[config.mk]
export PLATFORM = sky130hd
export DESIGN_NAME = alu_tmr_scrub_ctrl
export DESIGN_NICKNAME = d
export VERILOG_FILES = /design/src/rtl/alu_tmr_scrub_ctrl.sv
export SDC_FILE = /design/constraint.sdc
export NUM_CORES = 1
export LEC_CHECK = 0
export ABC_AREA = 1
export CAP_MARGIN = 10
export CORE_UTILIZATION = 52
export DETAILED_ROUTE_END_ITERATION = 10
export PLACE_DENSITY = 0.95
export SLEW_MARGIN = 0
export SYNTH_ARGS = -nofsm -noshare
export SYNTH_HDL_FRONTEND = slang
export SYNTH_SLANG_ARGS = --single-unit
[constraint.sdc]
create_clock -name clk -period 8.95 [get_ports clk]
set_clock_uncertainty 0.2 [all_clocks]
set_input_delay 1.3425 -clock clk [delete_from_list [all_inputs] [get_ports clk]]
set_output_delay 1.3425 -clock clk [all_outputs]
set_load 0.01 [all_outputs]
[src/rtl/alu_tmr_scrub_ctrl.sv]
// rtl/alu_tmr_scrub_ctrl.sv - TMR ALU controller: bus arbitration, idle-cycle scrubber, voter, replica masking
module alu_tmr_scrub_ctrl #(
   parameter int          SCRUB_PERIOD = 64,
   parameter int          THRESH       = 3,
   parameter int          CW           = 4,
   parameter logic [31:0] LFSR_SEED    = 32'hACE1_0001
) (
   input  logic        clk,
   input  logic        reset,
   input  logic        i_dp_req,
   input  logic [31:0] i_dp_a,
   input  logic [31:0] i_dp_b,
   input  logic [2:0]  i_dp_cont,
   output logic        o_dp_gnt,
   output logic [31:0] o_alu_a,
   output logic [31:0] o_alu_b,
   output logic [2:0]  o_alu_cont,
   input  logic [31:0] i_r0,
   input  logic [31:0] i_r1,
   input  logic [31:0] i_r2,
   input  logic        i_z0,
   input  logic        i_z1,
   input  logic        i_z2,
   output logic [31:0] o_vote_res,
   output logic        o_vote_zero,
   output logic [2:0]  o_mask,
   output logic        o_uncorr,
   output logic        o_degraded,
   output logic        o_scrub_done
);

   localparam int              TW         = (SCRUB_PERIOD > 1) ? $clog2(SCRUB_PERIOD) : 1;
   localparam logic [TW-1:0]   TIMER_LOAD = TW'(SCRUB_PERIOD - 1);
   localparam logic [CW-1:0]   CNT_THR    = CW'(THRESH);
   localparam logic [CW-1:0]   CNT_MAX    = {CW{1'b1}};
   localparam logic [31:0]     LFSR_TAPS  = 32'h0040_0007;

   typedef enum logic [1:0] {
      S_COUNT = 2'd0,
      S_ISSUE = 2'd1,
      S_EVAL  = 2'd2
   } state_t;

   state_t          r_state;
   state_t          w_state_nxt;
   logic [TW-1:0]   r_timer;
   logic [TW-1:0]   w_timer_nxt;
   logic            w_advance;
   logic [31:0]     r_lfsr;
   logic [2:0]      r_idx;
   logic [2:0]      w_op;
   logic            w_vote_act;

   logic [32:0]     w_v [3];
   logic [32:0]     w_maj;
   logic [32:0]     w_vote;
   logic            w_nomaj;
   logic            w_eq01;
   logic            w_eq02;
   logic            w_eq12;
   logic [2:0]      w_dis;
   logic [2:0]      w_cross;
   logic            w_multi;
   logic [2:0]      w_mask_nxt;
   logic [CW-1:0]   r_cnt [3];
   logic [CW-1:0]   w_cnt_nxt [3];
   logic [2:0]      r_mask;
   logic            r_uncorr;
   logic            r_degraded;
   logic            r_scrub_done;

   always_comb begin
      case (r_idx)
         3'd0:    w_op = 3'b010;
         3'd1:    w_op = 3'b110;
         3'd2:    w_op = 3'b000;
         3'd3:    w_op = 3'b001;
         default: w_op = 3'b111;
      endcase
   end

   // Datapath always wins the bus; the scrub vector only appears on idle ISSUE cycles.
   assign o_dp_gnt   = i_dp_req;
   assign w_vote_act = i_dp_req | (r_state == S_ISSUE);

   always_comb begin
      o_alu_a    = 32'd0;
      o_alu_b    = 32'd0;
      o_alu_cont = 3'b000;
      if (i_dp_req) begin
         o_alu_a    = i_dp_a;
         o_alu_b    = i_dp_b;
         o_alu_cont = i_dp_cont;
      end else if (r_state == S_ISSUE) begin
         o_alu_a    = r_lfsr;
         o_alu_b    = ~r_lfsr;
         o_alu_cont = w_op;
      end
   end

   always_comb begin
      w_state_nxt = r_state;
      w_timer_nxt = r_timer;
      w_advance   = 1'b0;
      case (r_state)
         S_COUNT: begin
            if (!i_dp_req) begin
               if (r_timer == '0) w_state_nxt = S_ISSUE;
               else               w_timer_nxt = r_timer - 1'b1;
            end
         end
         S_ISSUE: begin
            if (!i_dp_req) w_state_nxt = S_EVAL;
         end
         S_EVAL: begin
            w_state_nxt = S_COUNT;
            w_timer_nxt = TIMER_LOAD;
            w_advance   = 1'b1;
         end
         default: w_state_nxt = S_COUNT;
      endcase
   end

   assign w_v[0] = {i_r0, i_z0};
   assign w_v[1] = {i_r1, i_z1};
   assign w_v[2] = {i_r2, i_z2};
   assign w_maj  = (w_v[0] & w_v[1]) | (w_v[0] & w_v[2]) | (w_v[1] & w_v[2]);
   assign w_eq01 = (w_v[0] == w_v[1]);
   assign w_eq02 = (w_v[0] == w_v[2]);
   assign w_eq12 = (w_v[1] == w_v[2]);

   // On no majority the lowest-index enabled replica is forwarded.
   always_comb begin
      w_vote  = w_maj;
      w_nomaj = 1'b0;
      case (r_mask)
         3'b111: begin
            if (!w_eq01 && !w_eq02 && !w_eq12) begin
               w_nomaj = 1'b1;
               w_vote  = w_v[0];
            end
         end
         3'b011: begin w_vote = w_v[0]; w_nomaj = ~w_eq01; end
         3'b101: begin w_vote = w_v[0]; w_nomaj = ~w_eq02; end
         3'b110: begin w_vote = w_v[1]; w_nomaj = ~w_eq12; end
         3'b001: w_vote = w_v[0];
         3'b010: w_vote = w_v[1];
         3'b100: w_vote = w_v[2];
         default: w_vote = w_v[0];
      endcase
   end

   assign o_vote_res  = w_vote[32:1];
   assign o_vote_zero = w_vote[0];

   always_comb begin
      w_dis   = 3'b000;
      w_cross = 3'b000;
      for (int i = 0; i < 3; i++) begin
         w_dis[i]     = w_vote_act & ~w_nomaj & r_mask[i] & (w_v[i] != w_vote);
         w_cnt_nxt[i] = r_cnt[i];
         if (w_dis[i] && (r_cnt[i] != CNT_MAX)) w_cnt_nxt[i] = r_cnt[i] + 1'b1;
         w_cross[i]   = w_dis[i] & (w_cnt_nxt[i] >= CNT_THR);
      end
   end

   // Only one replica may drop per edge, and never the last one standing.
   assign w_multi = (r_mask[0] & r_mask[1]) | (r_mask[0] & r_mask[2]) | (r_mask[1] & r_mask[2]);

   always_comb begin
      w_mask_nxt = r_mask;
      if (w_multi) begin
         if      (w_cross[0]) w_mask_nxt[0] = 1'b0;
         else if (w_cross[1]) w_mask_nxt[1] = 1'b0;
         else if (w_cross[2]) w_mask_nxt[2] = 1'b0;
      end
   end

   always_ff @(posedge clk or posedge reset) begin
      if (reset) begin
         r_state      <= S_COUNT;
         r_timer      <= TIMER_LOAD;
         r_lfsr       <= LFSR_SEED;
         r_idx        <= 3'd0;
         r_mask       <= 3'b111;
         r_uncorr     <= 1'b0;
         r_degraded   <= 1'b0;
         r_scrub_done <= 1'b0;
         for (int i = 0; i < 3; i++) r_cnt[i] <= '0;
      end else begin
         r_state      <= w_state_nxt;
         r_timer      <= w_timer_nxt;
         r_mask       <= w_mask_nxt;
         r_uncorr     <= w_vote_act & w_nomaj;
         r_degraded   <= ~&w_mask_nxt;
         r_scrub_done <= (w_state_nxt == S_EVAL);
         for (int i = 0; i < 3; i++) r_cnt[i] <= w_cnt_nxt[i];
         if (w_advance) begin
            r_lfsr <= {r_lfsr[30:0], 1'b0} ^ ({32{r_lfsr[31]}} & LFSR_TAPS);
            r_idx  <= (r_idx == 3'd4) ? 3'd0 : r_idx + 3'd1;
         end
      end
   end

   assign o_mask       = r_mask;
   assign o_uncorr     = r_uncorr;
   assign o_degraded   = r_degraded;
   assign o_scrub_done = r_scrub_done;

endmodule

==> impl_metrics.yaml <==
cts:
  numCtsBuffers: 9
  post_cts_buffers: 0
  cts_tree: "built"
  clockRootBuffer: "clkbuf_16"
  clock_sinks: 61
  hold_buffers: 0
  clockBufferDepth: 2
  clock_latency_ps: 340
  clk_pin_slew_ps: 50
  htree_levels: 3
  post_cts_resized: 0
power:
  pwr-share-comb_pct: 41.6
  ir_worst_vdd_uv: 106.6
  pwr-share-clk_pct: 31.5
  power.switching_mw: 0.4432
  leakagePower_nw: 6.166
  power_density_nw_per_um2: 103.1
  switching_share_pct: 36.20
  p_int_mw: 0.7813
  power_frac_seq_pct: 27.0
critical_path:
  r2r_cells: 20
  worstSetupPathType: "in2out"
  r2r_slack_ps: 4670
  regToRegStartpoint: "o_mask[2]"
  worstPathCellList: "clkdlybuf4s50_1, ha_1, nor2_1, nand2_1, nor2_1, nand2_1, nor2_1, nand2_1, nand3_4, nor2_2, nor2_2, buf_4, o21ai_2, clkdlybuf4s50_1"
  max_stage_delay_ps: 590
  crit_path_end_kind: "output port"
  reg2reg_to: "o_degraded"
  cpMaxStageDelayCell: "nor2_2"
  start_kind: "input pin"
  critical_path_arrival_ps: 5060
  crit_required_ps: 7410
  path_max_fanout: 37
drt:
  wl_per_cell_um: 17.40
  viasPerCell: 5.653
  initialDrtViolationCount: 1051
  routed_wl_mm: 33.84
  vias: 11000
  firstDrtPassIters: 5
  route.detailed.drc: 0
  drtAntennaViolNets: 0
status:
  status: "finished, final reports clean"
timing:
  maxSlewViolCount: 0
  fmax_mhz: 151.6
  hold_viol: 0
  fin_tns_setup_ps: 0
  final-setup-viol-count: 0
  layout_min_cycle_time_ps: 6598
  fin_crit_sh_pct: 73.72
  rsz0062_at_grt: "no"
  whs_ps: 276.1
  slew_headroom_pct: 22.51
  tightest_slew_ps: 1161
place:
  gp_congestion: 1.001
  io_buffers: 275
  dp_hpwl_mm: 25.90
global_routing:
  antenna_found_initial: 1
  grt_overflow: 0
  grt_max_degree: 75
  grt_util_all_layers_pct: 38.41
  grt_pass1_wl_mm: 52.79
  grt_pass1_vias: 10470
synth:
  yosys_warnings: 0
  synth_area_per_cell_um2: 5.943
  synth_fp_nets: 1748
  syn_area_um2: 8742
  ys_seq_elements: 61
  ys_types: 44
  ys_seq_area_share_pct: 17.72
  synthFlopType: "dfrtp_1"
  synth-edff-count: 0
  synthArstFlopShare_pct: 100.0
  synth_cells: 1471
run:
  maxCapViolCount: 0
finish:
  nNetsFinal: 1996
  area_growth_pct: 35.87
  drive_gt1_share_pct: 6.787
min_path:
  hold_depth: 2
  hp-start: "r_lfsr[27]"
  hold_path_end: "r_lfsr[27]"
  min_path_type: "reg2reg"
die:
  fp.dieArea_um2: 17330
  coreArea_um2: 16520
  io_pins: 276
  die_height_um: 131.7
  rows: 47
  start_util_pct: 52.90
  fp.dieW_um: 131.7
[power groups by stage]
stage	clock (mW)	combinational (mW)	sequential, mW
after floorplan	0	0.241	0.324
after global placement	0	0.473	0.327
after detailed placement	0	0.487	0.328
after CTS	0.383	0.501	0.328
after global routing	0.398	0.554	0.332
final	0.385	0.509	0.330
[layout by cell type (no fill, tap or decap), types with 2 or more instances in the layout]
cell / count
nand2_1: 424
clkdlybuf4s50_1: 274
nor2_1: 222
inv_1: 188
ha_1: 108
nand3_1: 102
o21ai_0: 98
dfrtp_1: 43
nor3_1: 37
o22ai_1: 27
nand2_2: 22
a21oi_1: 22
inv_2: 21
dfstp_2: 18
nand4_1: 17
xor2_1: 15
clkbuf_16: 9
nand3_2: 8
a21oi_2: 8
nor2_2: 6
xnor2_1: 6
nand3b_1: 5
o21ai_1: 5
buf_4: 5
and2_1: 3
nor2_4: 2
nor3_4: 2
or3_1: 2
o22ai_2: 2
clkinv_1: 2
o211ai_1: 2
bufinv_16: 2
clkinv_4: 2
[through the flow]
step / setup slack [ps] / cells / power [mW] / area [µm²] / utilization (%)
after floorplan: 4702 / 1471 / 0.5654 / 8742 / -
after global placement: 2465 / 1928 / 0.8002 / 11550 / 69.90
after detailed placement: 2442 / 1928 / 0.8158 / 11550 / 69.90
after CTS: 2431 / 1944 / 1.212 / 11880 / 71.86
after global routing: 2154 / 1945 / 1.283 / 11880 / 71.88
final: 2352 / 1945 / 1.225 / 11880 / 71.88
[logic make-up after synthesis]
family,after synthesis,share of synthesized area [%]
xor+xnor,21,2.104
simple gates,856,41.66
flops,61,17.72
buf+inv,255,12.07
fa+ha+maj,108,15.46
compound gates,170,10.99
[worst max-delay path: cells and delay by family]
family	cells	cell delay [ps]
compound gates	1	120
fa+ha+maj	1	260
buf+inv	3	1460
simple gates	9	1850
[layer usage]
layer | track usage [%] | wire [µm] | part of all wire [%]
met4 | 20.87 | 1826 | 5.4
met2 | 65.73 | 16010 | 47
met5 | 0 | 0 | 0
met3 | 6.944 | 3293 | 9.7
met1 | 45.38 | 12710 | 38
[cell type report]
class                      count  area, µm²
clock buffer                   9      225.2
sequential                    61       1549
clock inverter                 7      98.84
timing repair buffer         280       2785
inverter                     212      798.3
antenna                        1      2.502
multi-input combinational   1155       6143
fill                        1294       4647
tap                          220      275.3
[flip-flops by register name, summed over array words and instances (netlist names)]
signal,cells
r_lfsr,32
r_cnt,12
r_timer,6
o_mask,3
r_idx,3
r_state,2
o_degraded,1
o_scrub_done,1
o_uncorr,1
[Yosys cell counts (2+ instances only)]
library cell | count | area (µm²)
nand3_2 | 8 | 80.08
o21ai_0 | 98 | 490.5
clkinv_1 | 2 | 7.510
inv_2 | 20 | 75.07
nor3_1 | 37 | 185.2
nor2_4 | 2 | 22.52
o211ai_1 | 2 | 15.01
nand4_1 | 17 | 106.4
buf_6 | 10 | 112.6
xor2_1 | 15 | 131.4
dfstp_2 | 18 | 473.0
o22ai_2 | 2 | 25.02
o22ai_1 | 27 | 168.9
and2_1 | 3 | 18.77
a21oi_1 | 22 | 110.1
a21oi_2 | 8 | 70.07
nor3_4 | 2 | 32.53
nand3b_1 | 5 | 37.54
nor2_2 | 4 | 25.02
buf_4 | 4 | 30.03
nand2_2 | 22 | 137.6
inv_1 | 189 | 709.4
dfrtp_1 | 43 | 1076
nand3_1 | 102 | 510.5
buf_1 | 2 | 7.510
ha_1 | 108 | 1351
buf_2 | 4 | 20.02
or3_1 | 2 | 12.51
nor2_1 | 224 | 840.8
nand2_1 | 424 | 1592
o21ai_1 | 5 | 25.02
clkbuf_1 | 23 | 86.33
xnor2_1 | 6 | 52.55
[worst max-delay path by stage]
stage,depth (start not counted),start,end
2_1_floorplan,12,i_r1[21],o_vote_res[0]
3_3_place_gp,12,i_r0[31],o_vote_res[8]
3_5_place_dp,12,i_r0[31],o_vote_res[8]
4_1_cts,12,i_r0[31],o_vote_res[8]
5_1_grt,14,i_z0,o_vote_res[8]
6_report,14,i_r0[9],o_vote_res[8]
No activity file was read; power rests on OpenSTA's default activity.
